**config.mk**
```make
export PLATFORM = sky130hd
export DESIGN_NAME = bus_register_bank_flat
export DESIGN_NICKNAME = d
export VERILOG_FILES = /design/src/rtl/bus_register_bank_if.sv /design/src/rtl/bus_register_bank.sv /design/src/flat_wrapper.sv
export SDC_FILE = /design/constraint.sdc
export NUM_CORES = 1
export LEC_CHECK = 0
export ABC_CLOCK_PERIOD_IN_PS = 4300
export CAP_MARGIN = 10
export CORE_MARGIN = 8
export CORE_UTILIZATION = 35
export CTS_CLUSTER_SIZE = 24
export DETAILED_ROUTE_END_ITERATION = 7
export GPL_TIMING_DRIVEN = 0
export PLACE_DENSITY = 0.68
export SLEW_MARGIN = 40
export SYNTH_ARGS = -nofsm -noshare
export SYNTH_HDL_FRONTEND = slang
export SYNTH_SLANG_ARGS = --single-unit
```
**constraint.sdc**
```tcl
create_clock -name CLK -period 4.3 [get_ports CLK]
set_input_delay 1.29 -clock CLK [delete_from_list [all_inputs] [get_ports CLK]]
set_output_delay 1.29 -clock CLK [all_outputs]
set_load 0.01 [all_outputs]
```
**src/rtl/bus_register_bank_if.sv**
```systemverilog
// Microprocessor data-bus bundle seen by a bus-mapped peripheral.
// The master drives address, write data and strobes. The slave returns
// registered read data with an output-enable flag.
interface bus_register_bank_if #(
  parameter int unsigned ADDR_WIDTH = 8,
  parameter int unsigned DATA_WIDTH = 8
);
  logic [ADDR_WIDTH-1:0] BUS_ADDR;
  logic [DATA_WIDTH-1:0] BUS_DATA_IN;
  logic                  BUS_WE;
  logic                  BUS_RE;
  logic [DATA_WIDTH-1:0] BUS_DATA_OUT;
  logic                  BUS_DATA_OE;

  modport master (
    output BUS_ADDR,
    output BUS_DATA_IN,
    output BUS_WE,
    output BUS_RE,
    input  BUS_DATA_OUT,
    input  BUS_DATA_OE
  );

  modport slave (
    input  BUS_ADDR,
    input  BUS_DATA_IN,
    input  BUS_WE,
    input  BUS_RE,
    output BUS_DATA_OUT,
    output BUS_DATA_OE
  );
endinterface

```
**src/rtl/bus_register_bank.sv**
```systemverilog
// Bus-mapped peripheral register bank.
// Map, as offsets from BASE_ADDR:
//   0 .. NUM_REGS-1 : REG[i], read/write, each with a one-cycle write pulse
//   NUM_REGS        : STATUS, sticky rising-edge event flags, write-1-to-clear
//   NUM_REGS+1      : IRQ_MASK, read/write
// Reads answer one cycle after the sampling edge. Any access outside the map
// is ignored. The bus interface must use the same ADDR_WIDTH and DATA_WIDTH
// as this module.
module bus_register_bank #(
  parameter int unsigned           BASE_ADDR     = 'h90,
  parameter int unsigned           ADDR_WIDTH    = 8,
  parameter int unsigned           DATA_WIDTH    = 8,
  parameter int unsigned           NUM_REGS      = 4,
  parameter int unsigned           NUM_EVENTS    = 8,
  parameter logic [DATA_WIDTH-1:0] REG_RESET_VAL = '0
) (
  input  logic                           CLK,
  input  logic                           RESET,
  bus_register_bank_if.slave             bus,
  output logic [NUM_REGS*DATA_WIDTH-1:0] REG_OUT,
  output logic [NUM_REGS-1:0]            REG_WR_PULSE,
  input  logic [NUM_EVENTS-1:0]          EVENT_IN,
  output logic                           IRQ
);

  // Reject configurations whose map would not fit or whose events exceed a word.
  generate
    if (NUM_REGS < 1 || NUM_REGS > 16) begin : g_bad_num_regs
      $error("bus_register_bank: NUM_REGS must be in 1..16");
    end
    if (NUM_EVENTS < 1 || NUM_EVENTS > DATA_WIDTH) begin : g_bad_num_events
      $error("bus_register_bank: NUM_EVENTS must be in 1..DATA_WIDTH");
    end
    if ((longint'(BASE_ADDR) + longint'(NUM_REGS) + 1) >
        ((longint'(1) << ADDR_WIDTH) - 1)) begin : g_bad_base_addr
      $error("bus_register_bank: register map does not fit in the address space");
    end
  endgenerate

  localparam logic [ADDR_WIDTH-1:0] BASE       = ADDR_WIDTH'(BASE_ADDR);
  localparam logic [ADDR_WIDTH-1:0] STATUS_OFS = ADDR_WIDTH'(NUM_REGS);
  localparam logic [ADDR_WIDTH-1:0] MASK_OFS   = ADDR_WIDTH'(NUM_REGS + 1);
  // Only the low NUM_EVENTS bits of a word carry event information.
  localparam logic [DATA_WIDTH-1:0] EVENT_BITS = DATA_WIDTH'({NUM_EVENTS{1'b1}});

  logic [ADDR_WIDTH-1:0]          offset;
  logic                           addr_hit;
  logic                           wr_hit;
  logic                           rd_hit;
  logic                           status_wr;
  logic                           mask_wr;

  logic [NUM_REGS*DATA_WIDTH-1:0] reg_flat;
  logic [NUM_REGS-1:0]            pulse_vec;

  logic [NUM_EVENTS-1:0]          event_q_reg;
  logic [NUM_EVENTS-1:0]          rise;
  logic [DATA_WIDTH-1:0]          w1c;
  logic [DATA_WIDTH-1:0]          status_reg;
  logic [DATA_WIDTH-1:0]          status_next;
  logic [DATA_WIDTH-1:0]          mask_reg;
  logic                           irq_reg;

  logic [DATA_WIDTH-1:0]          rd_value;
  logic [DATA_WIDTH-1:0]          data_out_reg;
  logic                           oe_reg;

  // Address decode. The lower-bound test keeps addresses below BASE_ADDR from
  // wrapping into the map through the subtraction.
  assign offset    = bus.BUS_ADDR - BASE;
  assign addr_hit  = (bus.BUS_ADDR >= BASE) && (offset <= MASK_OFS);
  assign wr_hit    = bus.BUS_WE && addr_hit;
  // When both strobes are high, the write wins and no read response is given.
  assign rd_hit    = bus.BUS_RE && !bus.BUS_WE && addr_hit;
  assign status_wr = wr_hit && (offset == STATUS_OFS);
  assign mask_wr   = wr_hit && (offset == MASK_OFS);

  // One slice per output register: storage plus its write strobe.
  genvar gi;
  generate
    for (gi = 0; gi < NUM_REGS; gi++) begin : g_reg
      logic [DATA_WIDTH-1:0] value_reg;
      logic                  pulse_reg;
      logic                  sel;

      assign sel = wr_hit && (offset == ADDR_WIDTH'(gi));

      // Capture write data. Pulse on every write, even when the value is unchanged.
      always_ff @(posedge CLK) begin
        if (RESET) begin
          value_reg <= REG_RESET_VAL;
          pulse_reg <= 1'b0;
        end else begin
          pulse_reg <= sel;
          if (sel) begin
            value_reg <= bus.BUS_DATA_IN;
          end
        end
      end

      assign reg_flat[gi*DATA_WIDTH +: DATA_WIDTH] = value_reg;
      assign pulse_vec[gi]                         = pulse_reg;
    end
  endgenerate

  assign REG_OUT      = reg_flat;
  assign REG_WR_PULSE = pulse_vec;

  // Detect rising edges. event_q resets to all ones, so a line that is already
  // high when reset is released does not count as an edge.
  assign rise = EVENT_IN & ~event_q_reg;

  // Sticky status: clear the bits written as 1, then OR in new edges so that
  // a set in the same cycle as a clear wins.
  always_comb begin
    w1c         = status_wr ? bus.BUS_DATA_IN : '0;
    status_next = ((status_reg & ~w1c) | DATA_WIDTH'(rise)) & EVENT_BITS;
  end

  // Event history, status flags, interrupt mask and the registered IRQ.
  always_ff @(posedge CLK) begin
    if (RESET) begin
      event_q_reg <= '1;
      status_reg  <= '0;
      mask_reg    <= '0;
      irq_reg     <= 1'b0;
    end else begin
      event_q_reg <= EVENT_IN;
      status_reg  <= status_next;
      if (mask_wr) begin
        mask_reg <= bus.BUS_DATA_IN;
      end
      irq_reg <= |(status_reg & mask_reg & EVENT_BITS);
    end
  end

  assign IRQ = irq_reg;

  // Read mux. STATUS is the value held before this edge, so same-cycle events are excluded.
  always_comb begin
    rd_value = '0;
    for (int i = 0; i < int'(NUM_REGS); i++) begin
      if (offset == ADDR_WIDTH'(i)) begin
        rd_value = reg_flat[i*DATA_WIDTH +: DATA_WIDTH];
      end
    end
    if (offset == STATUS_OFS) begin
      rd_value = status_reg;
    end
    if (offset == MASK_OFS) begin
      rd_value = mask_reg;
    end
  end

  // Registered read response. The data is forced to zero whenever OE is low.
  always_ff @(posedge CLK) begin
    if (RESET) begin
      data_out_reg <= '0;
      oe_reg       <= 1'b0;
    end else begin
      oe_reg       <= rd_hit;
      data_out_reg <= rd_hit ? rd_value : '0;
    end
  end

  assign bus.BUS_DATA_OUT = data_out_reg;
  assign bus.BUS_DATA_OE  = oe_reg;

endmodule

```
**src/flat_wrapper.sv**
```systemverilog
// flat-port wrapper written by rule: the top's interface ports become plain ports
module bus_register_bank_flat 
#(
  parameter int unsigned           BASE_ADDR     = 'h90,
  parameter int unsigned           ADDR_WIDTH    = 8,
  parameter int unsigned           DATA_WIDTH    = 8,
  parameter int unsigned           NUM_REGS      = 4,
  parameter int unsigned           NUM_EVENTS    = 8,
  parameter logic [DATA_WIDTH-1:0] REG_RESET_VAL = '0
)
  (CLK, RESET, REG_OUT, REG_WR_PULSE, EVENT_IN, IRQ, bus_BUS_ADDR, bus_BUS_DATA_IN, bus_BUS_WE, bus_BUS_RE, bus_BUS_DATA_OUT, bus_BUS_DATA_OE);
  bus_register_bank_if #(.ADDR_WIDTH(ADDR_WIDTH), .DATA_WIDTH(DATA_WIDTH)) bus_i ();
  input  logic CLK;
  input  logic RESET;
  output logic [NUM_REGS*DATA_WIDTH-1:0] REG_OUT;
  output logic [NUM_REGS-1:0] REG_WR_PULSE;
  input  logic [NUM_EVENTS-1:0] EVENT_IN;
  output logic IRQ;
  input wire logic [$bits(bus_i.BUS_ADDR)-1:0] bus_BUS_ADDR;
  input wire logic [$bits(bus_i.BUS_DATA_IN)-1:0] bus_BUS_DATA_IN;
  input wire logic [$bits(bus_i.BUS_WE)-1:0] bus_BUS_WE;
  input wire logic [$bits(bus_i.BUS_RE)-1:0] bus_BUS_RE;
  output wire logic [$bits(bus_i.BUS_DATA_OUT)-1:0] bus_BUS_DATA_OUT;
  output wire logic [$bits(bus_i.BUS_DATA_OE)-1:0] bus_BUS_DATA_OE;
  assign bus_i.BUS_ADDR = bus_BUS_ADDR;
  assign bus_i.BUS_DATA_IN = bus_BUS_DATA_IN;
  assign bus_i.BUS_WE = bus_BUS_WE;
  assign bus_i.BUS_RE = bus_BUS_RE;
  assign bus_BUS_DATA_OUT = bus_i.BUS_DATA_OUT;
  assign bus_BUS_DATA_OE = bus_i.BUS_DATA_OE;
  bus_register_bank #(.BASE_ADDR(BASE_ADDR), .ADDR_WIDTH(ADDR_WIDTH), .DATA_WIDTH(DATA_WIDTH), .NUM_REGS(NUM_REGS), .NUM_EVENTS(NUM_EVENTS), .REG_RESET_VAL(REG_RESET_VAL)) u_core (.CLK(CLK), .RESET(RESET), .bus(bus_i), .REG_OUT(REG_OUT), .REG_WR_PULSE(REG_WR_PULSE), .EVENT_IN(EVENT_IN), .IRQ(IRQ));
endmodule
```
; ---- After elaboration in Yosys (flattened, before gate mapping)
; Index checks and enable logic that the tools add are counted.
[word_totals]
register_bits = 70
input_bits = 28
output_inout_bits = 46
wordCells = 50
[op_classes]
n_addsub = 1
magnitude_cmp = 2
eq_ne = 5
n_mux = 7
bitwise = 7
n_reduce_logical = 14
[op_table]
columns = cell, count
row1 = $mux W8, 7
row2 = $and A8 B8 Y8, 3
row3 = $eq A8 B2 Y1 const B, 2
row4 = $eq A8 B3 Y1 const B, 2
row5 = $not A8 Y8, 2
row6 = $logic_and A1 B1 Y1, 10
row7 = $eq A8 B1 Y1 const B, 1
row8 = $ge A8 B8 Y1 const B, 1
row9 = $le A8 B3 Y1 const B, 1
row10 = $logic_not A8 Y1, 1
row11 = $or A8 B8 Y8, 1
row12 = $reduce_or A8 Y1, 1
row13 = $sub A8 B8 Y8 const B, 1
row14 = $reduce_or A2 Y1, 1
row15 = $logic_not A1 Y1, 1
row16 = $not A1 Y1, 1

; ---- Logic depth before layout (Yosys ltp)
; Gate-level depths: netlist of the first run.
[logic_depth]
depth_word = 9
mapped_depth = 5
ltp_nobuf = 3

; ---- Least setup slack after synthesis of the first run
; OpenSTA, ideal clock, no wires.
[synth_path]
path_type = input to register
startpoint = input bus_BUS_ADDR[5]
endpoint = register u_core.data_out_reg[0], in the netlist u_core.bus.BUS_DATA_OUT[0]
setup_time_ns = 0.132
t_arrival_ns = 2.179
required_time_ns = 4.168
slack_ns = 1.989
stages = 4
path_buffers = 1
path_cell_list = or3b_2 clkbuf_1 nor4_1 a211oi_1
[synth_via]
elab_chain_cells = 8
word_cells_on_any_way = 19
cone_classes = add/sub: 1 / order compare: 2 / eq/ne: 5 / mux: 6 / bitwise: 1 / reduce/logical: 4
[synth_rtl]
columns = item, line
row1 = from (decl), flat_wrapper.sv:19  ; input wire logic [$bits(bus_i.BUS_ADDR)-1:0] bus_BUS_ADDR;
row2 = $sub A8 B8 Y8, bus_register_bank.sv:70  ; assign offset = bus.BUS_ADDR - BASE;
row3 = $logic_not A8 Y1, bus_register_bank.sv:143  ; if (offset == ADDR_WIDTH'(i)) begin
row4 = $mux W8 (4 in a row), bus_register_bank.sv:143
row5 = $mux W8, bus_register_bank.sv:147  ; if (offset == STATUS_OFS) begin
row6 = $mux W8, bus_register_bank.sv:150  ; if (offset == MASK_OFS) begin
row7 = to (signal assigned), bus_register_bank.sv:162  ; data_out_reg <= rd_hit ? rd_value : '0;
row8 = to (decl), bus_register_bank.sv:65  ; logic [DATA_WIDTH-1:0] data_out_reg;
; Parallel ways exist; a longest one is shown, timed or not.
; A chain may end at the register's enable or synchronous reset.

; ---- Worst setup path in the final report of the first run
[layout_path]
startpoint = input bus_BUS_ADDR[4]
endpoint = register u_core.data_out_reg[7], in the netlist u_core.bus.BUS_DATA_OUT[7]
; The elaborated chain is that of the path after synthesis.

==> results.toml, run 1 <==
[die]
ioPinCount = 74
fp-row-count = 34
fp.dieH_um = 109
start_util = 0.355
fp.dieW_um = 109
die-area_um2 = 11900
core_um2 = 8550

[hold_path]
hp-class = "reg2reg"

[clock_tree]
h-tree-depth = 3
numCtsBuffers = 9
cts_sinks = 70
hold_buffers = 0
cts-resized-gates = 0
cts_setup_buffers = 0
cts_tree = "yes"
clockBufferDepth = 2
cts.clk_slew.worst_paths_ps = 80
root_buffer = "clkbuf_8"
clock_latency_ps = 340

[final_layout]
layout-drive-gt1-share = 0.161
fillCellCount = 812
n_antenna_cell = 0
utilization = 0.480
fin_nets = 401
largest_register_ffs = 32
area_delta_synth_final_pct = 35.1
finalNonFillerCells = 486

[route]
via_per_inst = 5.20
wl_per_cell_um = 17.2
wl_um = 8380
num_vias = 2526
drc_errors = 0
firstDrtPassIters = 4
drtIter0Drc = 56
drtAntennaViolNets = 0

[synthesis]
synth-seq-cells = 70
ys.flop_type = "dfxtp_1"
ys_warn_count = 0
synth.yosys.seq_area_share = 0.462
syn_avg_cell_area_um2 = 10.5
synthCells = 289
yosysUniqueCellTypes = 36
async_flop_share = 0
syn_nets = 317
synth_edf_count = 0
synthesis.area_um2 = 3030

[global_route]
grt_max_degree = 13
grt.total_usage = 0.146
antenna_found_initial = 0
grt-ovfl-total = 0
grt_pass1_wl_um = 13600
grt_pass1_vias = 2601

[power]
intPower_uw = 988
peakVddDrop_uv = 112
total_leakage_power_nw = 1.62
pwr-share-clk = 0.410
power.share.combinational = 0.076
power_density_nw_per_um2 = 314
p_sw_uw = 301
sw_frac_of_total = 0.233
seq_power_share = 0.514

[sta]
holdWs_ps = 481
final-setup-viol-count = 0
hold_viol = 0
rsz0062_at_grt = "no"
maxSlewViolCount = 0
finClkSkew_ps = 12.4
finalSetupTns_ps = 0
setup_slack_ps = 1450
slew_headroom = 0.591
period_share = 0.663
period_needed_ps = 2850
fmax_mhz = 351
tightest_slew_ps = 613

[critical_path]
crit_type = "in2reg"
cp_top_family = "buffers and inverters"
crit_arrival_ps = 3060
critical_path.max_stage_delay_ps = 480
cp_data_required_time_ps = 4510
path_buf_inv = 2
r2r_setup_slack_ps = 3110
start_kind = "input port"
cp_max_fo = 10
path_cells = "clkdlybuf4s50_1 -> nor3b_2 -> buf_2 -> nand4_1 -> a211oi_1"
cpMaxStageDelayCell = "clkdlybuf4s50_1"
critical_path.endpoint_type = "register"

[placement]
place_ws_ps = 1150
place_hpwl_um = 6380
place.gp.congestion = 0.960
portBuffers = 73
placed_cells = 470

[job]
cap_viol_max_count = 0

[status]
outcome = "completed"
## cells by family after synthesis
logic type             after synthesis  share of synthesized area
AND/OR/NAND/NOR                    110                      0.210
flip-flops                          70                      0.462
multiplexers                        49                      0.196
buffers and inverters               32                     0.0565
AO/OA/AOI/OAI                       28                     0.0751
## worst min-delay path, cell delays in order (launching register included)
cell	delay, ps
dfxtp_1	330
nand2_1	60
mux2i_1	50
## layout by cell type, fill, tap and decap left out, drive strengths merged
master / instances
bufinv: 1
a211oi: 7
clkinvlp: 2
nand4: 9
nor4: 7
and4b: 1
or3b: 1
a31o: 8
and2: 1
nand4b: 10
nor3b: 11
inv: 4
and4bb: 1
nand2: 49
nand2b: 1
nand4bb: 1
and3: 1
dfxtp: 70
o2111ai: 7
a22oi: 4
mux2i: 40
buf: 17
clkinv: 2
mux2: 1
or2: 8
a21oi: 1
nor2: 3
a41oi: 1
and3b: 2
nand3: 2
clkdlybuf4s50: 73
nor2b: 2
clkbuf: 22
mux4: 8
## cell type report
type	count	area (um^2)	share of cell area
flip-flops and latches	70	1400	0.342
clock buffers	11	141	0.0345
clock inverters	5	58.8	0.0143
plain buffers	28	156	0.0381
inverters	4	15.0	0.00366
well taps	108	135	0.0330
multi-input cells	187	1460	0.356
repair buffers	73	731	0.178
## layer usage
layer  vias up  GRT usage  share of wire
met5         -          0              0
met4         0     0.0596          0.016
met3        10     0.0390          0.085
met2        86      0.244           0.47
met1      1208      0.175           0.42
li1       1222          -              -
## cell usage after synthesis, drive strengths merged, types with 8 or more instances
master / instances / area share
nand4: 9 / 0.019
clkbuf: 11 / 0.014
buf: 17 / 0.038
nand4b: 10 / 0.029
mux4: 8 / 0.061
nand2: 49 / 0.061
or2: 8 / 0.016
dfxtp: 70 / 0.46
a31o: 8 / 0.023
mux2i: 40 / 0.13
nor3b: 11 / 0.033
## power groups by stage
stage,Sequential (mW),Combinational (mW),Clock (mW)
detailed placement,0.677,0.0982,0
global route,0.663,0.107,0.561
finish,0.662,0.0984,0.528
global placement,0.677,0.0965,0
CTS,0.662,0.0985,0.533
floorplan,0.676,0.0505,0
## through the flow
stage | instance area, um^2 | power, mW
floorplan | 3030 | 0.726
global placement | 3900 | 0.773
detailed placement | 3900 | 0.775
CTS | 4100 | 1.29
global route | 4100 | 1.33
finish | 4100 | 1.29
## final timing paths
| path | to | startpoint | cells past startpoint |
|---|---|---|---|
| setup / recovery | u_core.bus.BUS_DATA_OUT[7] | bus_BUS_ADDR[4] | 5 |
| hold / removal | u_core.g_reg[3].value_reg[3] | u_core.g_reg[3].value_reg[3] | 2 |
| setup reg to reg | u_core.bus.BUS_DATA_OUT[7] | u_core.g_reg[3].value_reg[7] | 3 |
| hold reg to reg | u_core.g_reg[3].value_reg[3] | u_core.g_reg[3].value_reg[3] | 2 |
Power figures use the tool's default switching activity.
==> inputs of run 2 (changes only) <==
--- a/config.mk
+++ b/config.mk
@@ -5,14 +5,14 @@
 export SDC_FILE = /design/constraint.sdc
 export NUM_CORES = 1
 export LEC_CHECK = 0
-export ABC_CLOCK_PERIOD_IN_PS = 4300
+export ABC_CLOCK_PERIOD_IN_PS = 2600
 export CAP_MARGIN = 10
 export CORE_MARGIN = 8
 export CORE_UTILIZATION = 35
 export CTS_CLUSTER_SIZE = 24
 export DETAILED_ROUTE_END_ITERATION = 7
 export GPL_TIMING_DRIVEN = 0
-export PLACE_DENSITY = 0.68
+export PLACE_DENSITY = 0.7
 export SLEW_MARGIN = 40
 export SYNTH_ARGS = -nofsm -noshare
 export SYNTH_HDL_FRONTEND = slang
==> constraint.sdc (replaced) <==
create_clock -name CLK -period 2.6 [get_ports CLK]
set_input_delay 0.78 -clock CLK [delete_from_list [all_inputs] [get_ports CLK]]
set_output_delay 0.78 -clock CLK [all_outputs]
set_load 0.01 [all_outputs]
==> results.toml, run 2 (synthesis gave the netlist of run 1 again) <==
[route]
drtAntennaViolNets = 0
wl_per_cell_um = 18.5
via_per_inst = 5.22
firstDrtPassIters = 5
num_vias = 2539
drc_errors = 0
wl_um = 8970
drtIter0Drc = 158

[clock_tree]
clock_latency_ps = 340
cts_setup_buffers = 0
cts_tree = "yes"
numCtsBuffers = 9
cts_sinks = 70
hold_buffers = 0
root_buffer = "clkbuf_8"
cts-resized-gates = 0
cts.clk_slew.worst_paths_ps = 80
clockBufferDepth = 2
h-tree-depth = 3

[power]
total_leakage_power_nw = 1.65
peakVddDrop_uv = 272
total_power_mw = 2.34
power_density_nw_per_um2 = 564

[sta]
hold_viol = 0
finalSetupTns_ps = 0
setup_slack_ps = 388
fmax_mhz = 452
holdWs_ps = 479
tightest_slew_ps = 550
period_share = 0.851
finClkSkew_ps = 5.74
rsz0062_at_grt = "no"
slew_headroom = 0.633
maxSlewViolCount = 0
final-setup-viol-count = 0
period_needed_ps = 2210

[critical_path]
critical_path.endpoint_type = "register"
path_buf_inv = 3
cp_max_fo = 10
cpMaxStageDelayCell = "clkdlybuf4s50_1"
crit_arrival_ps = 2460
critical_path.max_stage_delay_ps = 490
path_cells = "clkdlybuf4s50_1 -> nor2b_1 -> clkbuf_1 -> buf_2 -> o2111ai_1 -> a211oi_1"
cp_data_required_time_ps = 2850
cp_top_family = "buffers and inverters"
start_kind = "input port"
r2r_setup_slack_ps = 1430
crit_type = "in2reg"

[global_route]
met1_usage = 0.182
antenna_found_initial = 0
grt-ovfl-total = 0
grt_pass1_wl_um = 13800
grt.total_usage = 0.152
use_met3 = 0.0337
grt_use_met2 = 0.255
grt_pass1_vias = 2596
grt_max_degree = 14
busiest_layer = "met2"

[die]
ioPinCount = 74
start_util = 0.355
fp.dieW_um = 109
core_um2 = 8550
fp.dieH_um = 109
fp-row-count = 34
die-area_um2 = 11900

[final_layout]
final_common_cell = "clkdlybuf4s50_1"
layout_common_cells = "73 x clkdlybuf4s50_1, 70 x dfxtp_1, 49 x nand2_1"
area_delta_synth_final_pct = 36.6
layout-drive-gt1-share = 0.164
n_antenna_cell = 0
fin_nets = 401
largest_register_ffs = 32
fillCellCount = 809

[placement]
place_hpwl_um = 6660
place.gp.congestion = 0.895
place_ws_ps = 56.5
portBuffers = 73

[job]
cap_viol_max_count = 0

[hold_path]
hp-class = "reg2reg"

[status]
outcome = "completed"
==> run 2: cell types whose count changed in the layout (fill, tap and decap cells not counted), sizes merged <==
cell / before / now
inv: 4 / 5
clkbuf: 22 / 20
clkinv: 2 / 3
bufinv: 1 / 3
clkinvlp: 2 / 0
==> run 2: metrics by stage <==
step	utilization	instance area, um^2	cells
6_report	0.485	4150	486
5_1_grt	0.485	4150	486
4_1_cts	0.485	4150	486
3_5_place_dp	0.456	3900	470
3_3_place_gp	0.456	3900	470
2_1_floorplan	-	3030	289
==> run 2: final timing paths <==
kind	from	endpoint	depth (start not counted)
setup / recovery	bus_BUS_ADDR[4]	u_core.bus.BUS_DATA_OUT[0]	6
hold / removal	u_core.g_reg[3].value_reg[1]	u_core.g_reg[3].value_reg[1]	2
setup reg to reg	u_core.g_reg[1].value_reg[1]	u_core.bus.BUS_DATA_OUT[1]	3
hold reg to reg	u_core.g_reg[3].value_reg[1]	u_core.g_reg[3].value_reg[1]	2
==> run 2: per-layer routing <==
metal / vias to the layer above / share of wire
met5: - / 0
met4: 0 / 0.026
met3: 19 / 0.063
met2: 83 / 0.48
met1: 1215 / 0.43
li1: 1222 / -
==> run 2: area by class of cell <==
cell class	count	area [um^2]	share of cell area
clock inverters	7	121	0.0293
inverters	4	15.0	0.00362
multi-input cells	187	1460	0.353
plain buffers	28	156	0.0377
flip-flops and latches	70	1400	0.338
clock buffers	9	124	0.0299
repair buffers	73	731	0.176
well taps	108	135	0.0326
==> run 2: where the power goes <==
| group | switching, mW | internal [mW] | total (mW) |
|---|---|---|---|
| clock network | 0.434 | 0.642 | 1.08 |
| logic | 0.0862 | 0.0776 | 0.164 |
| registers | 0.0101 | 1.09 | 1.10 |
==> run 2: worst register-to-register path: cells and delay by family (launching register included) <==
| family | cells | cell delay, ps |
|---|---|---|
| AO/OA/AOI/OAI | 1 | 70 |
| flip-flops | 1 | 330 |
| multiplexers | 1 | 540 |
| AND/OR/NAND/NOR | 1 | 100 |
==> inputs of run 3 (changes only) <==
--- a/config.mk
+++ b/config.mk
@@ -6,12 +6,11 @@
 export NUM_CORES = 1
 export LEC_CHECK = 0
 export ABC_CLOCK_PERIOD_IN_PS = 2600
-export CAP_MARGIN = 10
 export CORE_MARGIN = 8
 export CORE_UTILIZATION = 35
 export CTS_CLUSTER_SIZE = 24
 export DETAILED_ROUTE_END_ITERATION = 7
-export GPL_TIMING_DRIVEN = 0
+export GPL_TIMING_DRIVEN = 1
 export PLACE_DENSITY = 0.7
 export SLEW_MARGIN = 40
 export SYNTH_ARGS = -nofsm -noshare
==> results.toml, run 3 (synthesis gave the netlist of run 1 again) <==
[status]
outcome = "completed"

[clock_tree]
cts-resized-gates = 0
clockBufferDepth = 2
clock_latency_ps = 350
cts.clk_slew.worst_paths_ps = 90
numCtsBuffers = 9
h-tree-depth = 3
cts_setup_buffers = 0
hold_buffers = 0
root_buffer = "clkbuf_8"
cts_sinks = 70
cts_tree = "yes"

[critical_path]
cpMaxStageDelayCell = "clkdlybuf4s50_1"
crit_type = "reg2out"
endpoint = "REG_OUT[12]"
path_cells = "clkdlybuf4s50_1"
crit_arrival_ps = 1300
path_buf_inv = 1
r2r_setup_slack_ps = 1430
worstRegToRegCells = 3
reg2reg_from = "u_core.g_reg[3].value_reg[5]"
cp_num_cells = 1
cp_max_fo = 3
cp_data_required_time_ps = 1820
cp_top_family = "buffers and inverters"
crit_start = "u_core.g_reg[1].value_reg[4]"
r2r_end = "u_core.bus.BUS_DATA_OUT[5]"
critical_path.max_stage_delay_ps = 560
critical_path.endpoint_type = "output port"
start_kind = "register"

[power]
peakVddDrop_uv = 266
total_leakage_power_nw = 1.63
power_density_nw_per_um2 = 553

[sta]
fmax_mhz = 480
holdWs_ps = 480
finClkSkew_ps = 8.20
period_needed_ps = 2080
rsz0062_at_grt = "no"
period_share = 0.800
hold_viol = 0
tightest_slew_ps = 321
final-setup-viol-count = 0
finalSetupTns_ps = 0
slew_headroom = 0.784
maxSlewViolCount = 0

[hold_path]
min_path_cells = 2
hp-class = "reg2reg"

[die]
fp.dieW_um = 109
core_um2 = 8550
start_util = 0.355
fp.dieH_um = 109
die-area_um2 = 11900
fp-row-count = 34
ioPinCount = 74

[route]
drtIter0Drc = 156
num_vias = 2537
wl_um = 8790
firstDrtPassIters = 4
drtAntennaViolNets = 0
via_per_inst = 5.36
drc_errors = 0
wl_per_cell_um = 18.6

[job]
cap_viol_max_count = 0

[final_layout]
area_delta_synth_final_pct = 35.9
layout-drive-gt1-share = 0.164
fin_nets = 388
final_common_cell = "clkdlybuf4s50_1"
fillCellCount = 820
n_antenna_cell = 0
layout_common_cells = "73 x clkdlybuf4s50_1, 70 x dfxtp_1, 49 x nand2_1"
largest_register_ffs = 32

[global_route]
grt_pass1_wl_um = 13200
grt.total_usage = 0.146
grt-ovfl-total = 0
grt_pass1_vias = 2540
antenna_found_initial = 0
grt_max_degree = 58

[placement]
place.gp.congestion = 0.850
place_hpwl_um = 6310
portBuffers = 73
run 3: changes by cell type in the layout (fill, tap and decap cells not counted):
cell        delta
bufinv_16      -1
buf_4          +5
clkinv_2       -1
buf_12         +3
clkinv_4       -1
clkbuf_1      -11
clkinvlp_4     +1
buf_2          -8
inv_8          +1
inv_6          +1
buf_6          -2
run 3: worst min path at each step:
stage | slack (ps) | end | from
global placement | 450 | u_core.g_reg[3].value_reg[5] | u_core.g_reg[3].value_reg[5]
global route | 500 | u_core.mask_reg[1] | u_core.mask_reg[1]
finish | 480 | u_core.g_reg[2].value_reg[0] | u_core.g_reg[2].value_reg[0]
CTS | 480 | u_core.g_reg[2].value_reg[0] | u_core.g_reg[2].value_reg[0]
floorplan | 450 | u_core.mask_reg[1] | u_core.mask_reg[1]
detailed placement | 470 | u_core.g_reg[3].value_reg[1] | u_core.g_reg[3].value_reg[1]
run 3: layout make-up:
class | instances | area (um^2) | share of cell area
well taps | 108 | 135 | 0.0328
inverters | 4 | 15.0 | 0.00364
clock buffers | 9 | 124 | 0.0300
clock inverters | 7 | 105 | 0.0255
multi-input cells | 187 | 1460 | 0.354
flip-flops and latches | 70 | 1400 | 0.340
repair buffers | 88 | 881 | 0.214
run 3: report_power, final:
group	leakage, nW	internal, mW	switching [mW]
Clock	0.112	0.555	0.461
Sequential	0.567	1.09	0.0100
Combinational	0.947	0.0841	0.0850
run 3: stage by stage:
| stage | setup WS [ps] | std cells | util | area (um^2) | power, mW |
|---|---|---|---|---|---|
| final | 519 | 473 | 0.482 | 4120 | 2.28 |
| after global routing | 469 | 473 | 0.482 | 4120 | 2.35 |
| after CTS | 509 | 473 | 0.482 | 4120 | 2.29 |
| after detailed placement | 214 | 457 | 0.455 | 3890 | 1.29 |
| after global placement | 219 | 457 | 0.455 | 3890 | 1.29 |
| after floorplan | 799 | 289 | - | 3030 | 1.20 |
run 3: layer usage:
layer	GRT usage	share of wire
met1	0.173	0.42
met2	0.236	0.48
met3	0.0461	0.089
met4	0.0655	0.014
met5	0	0
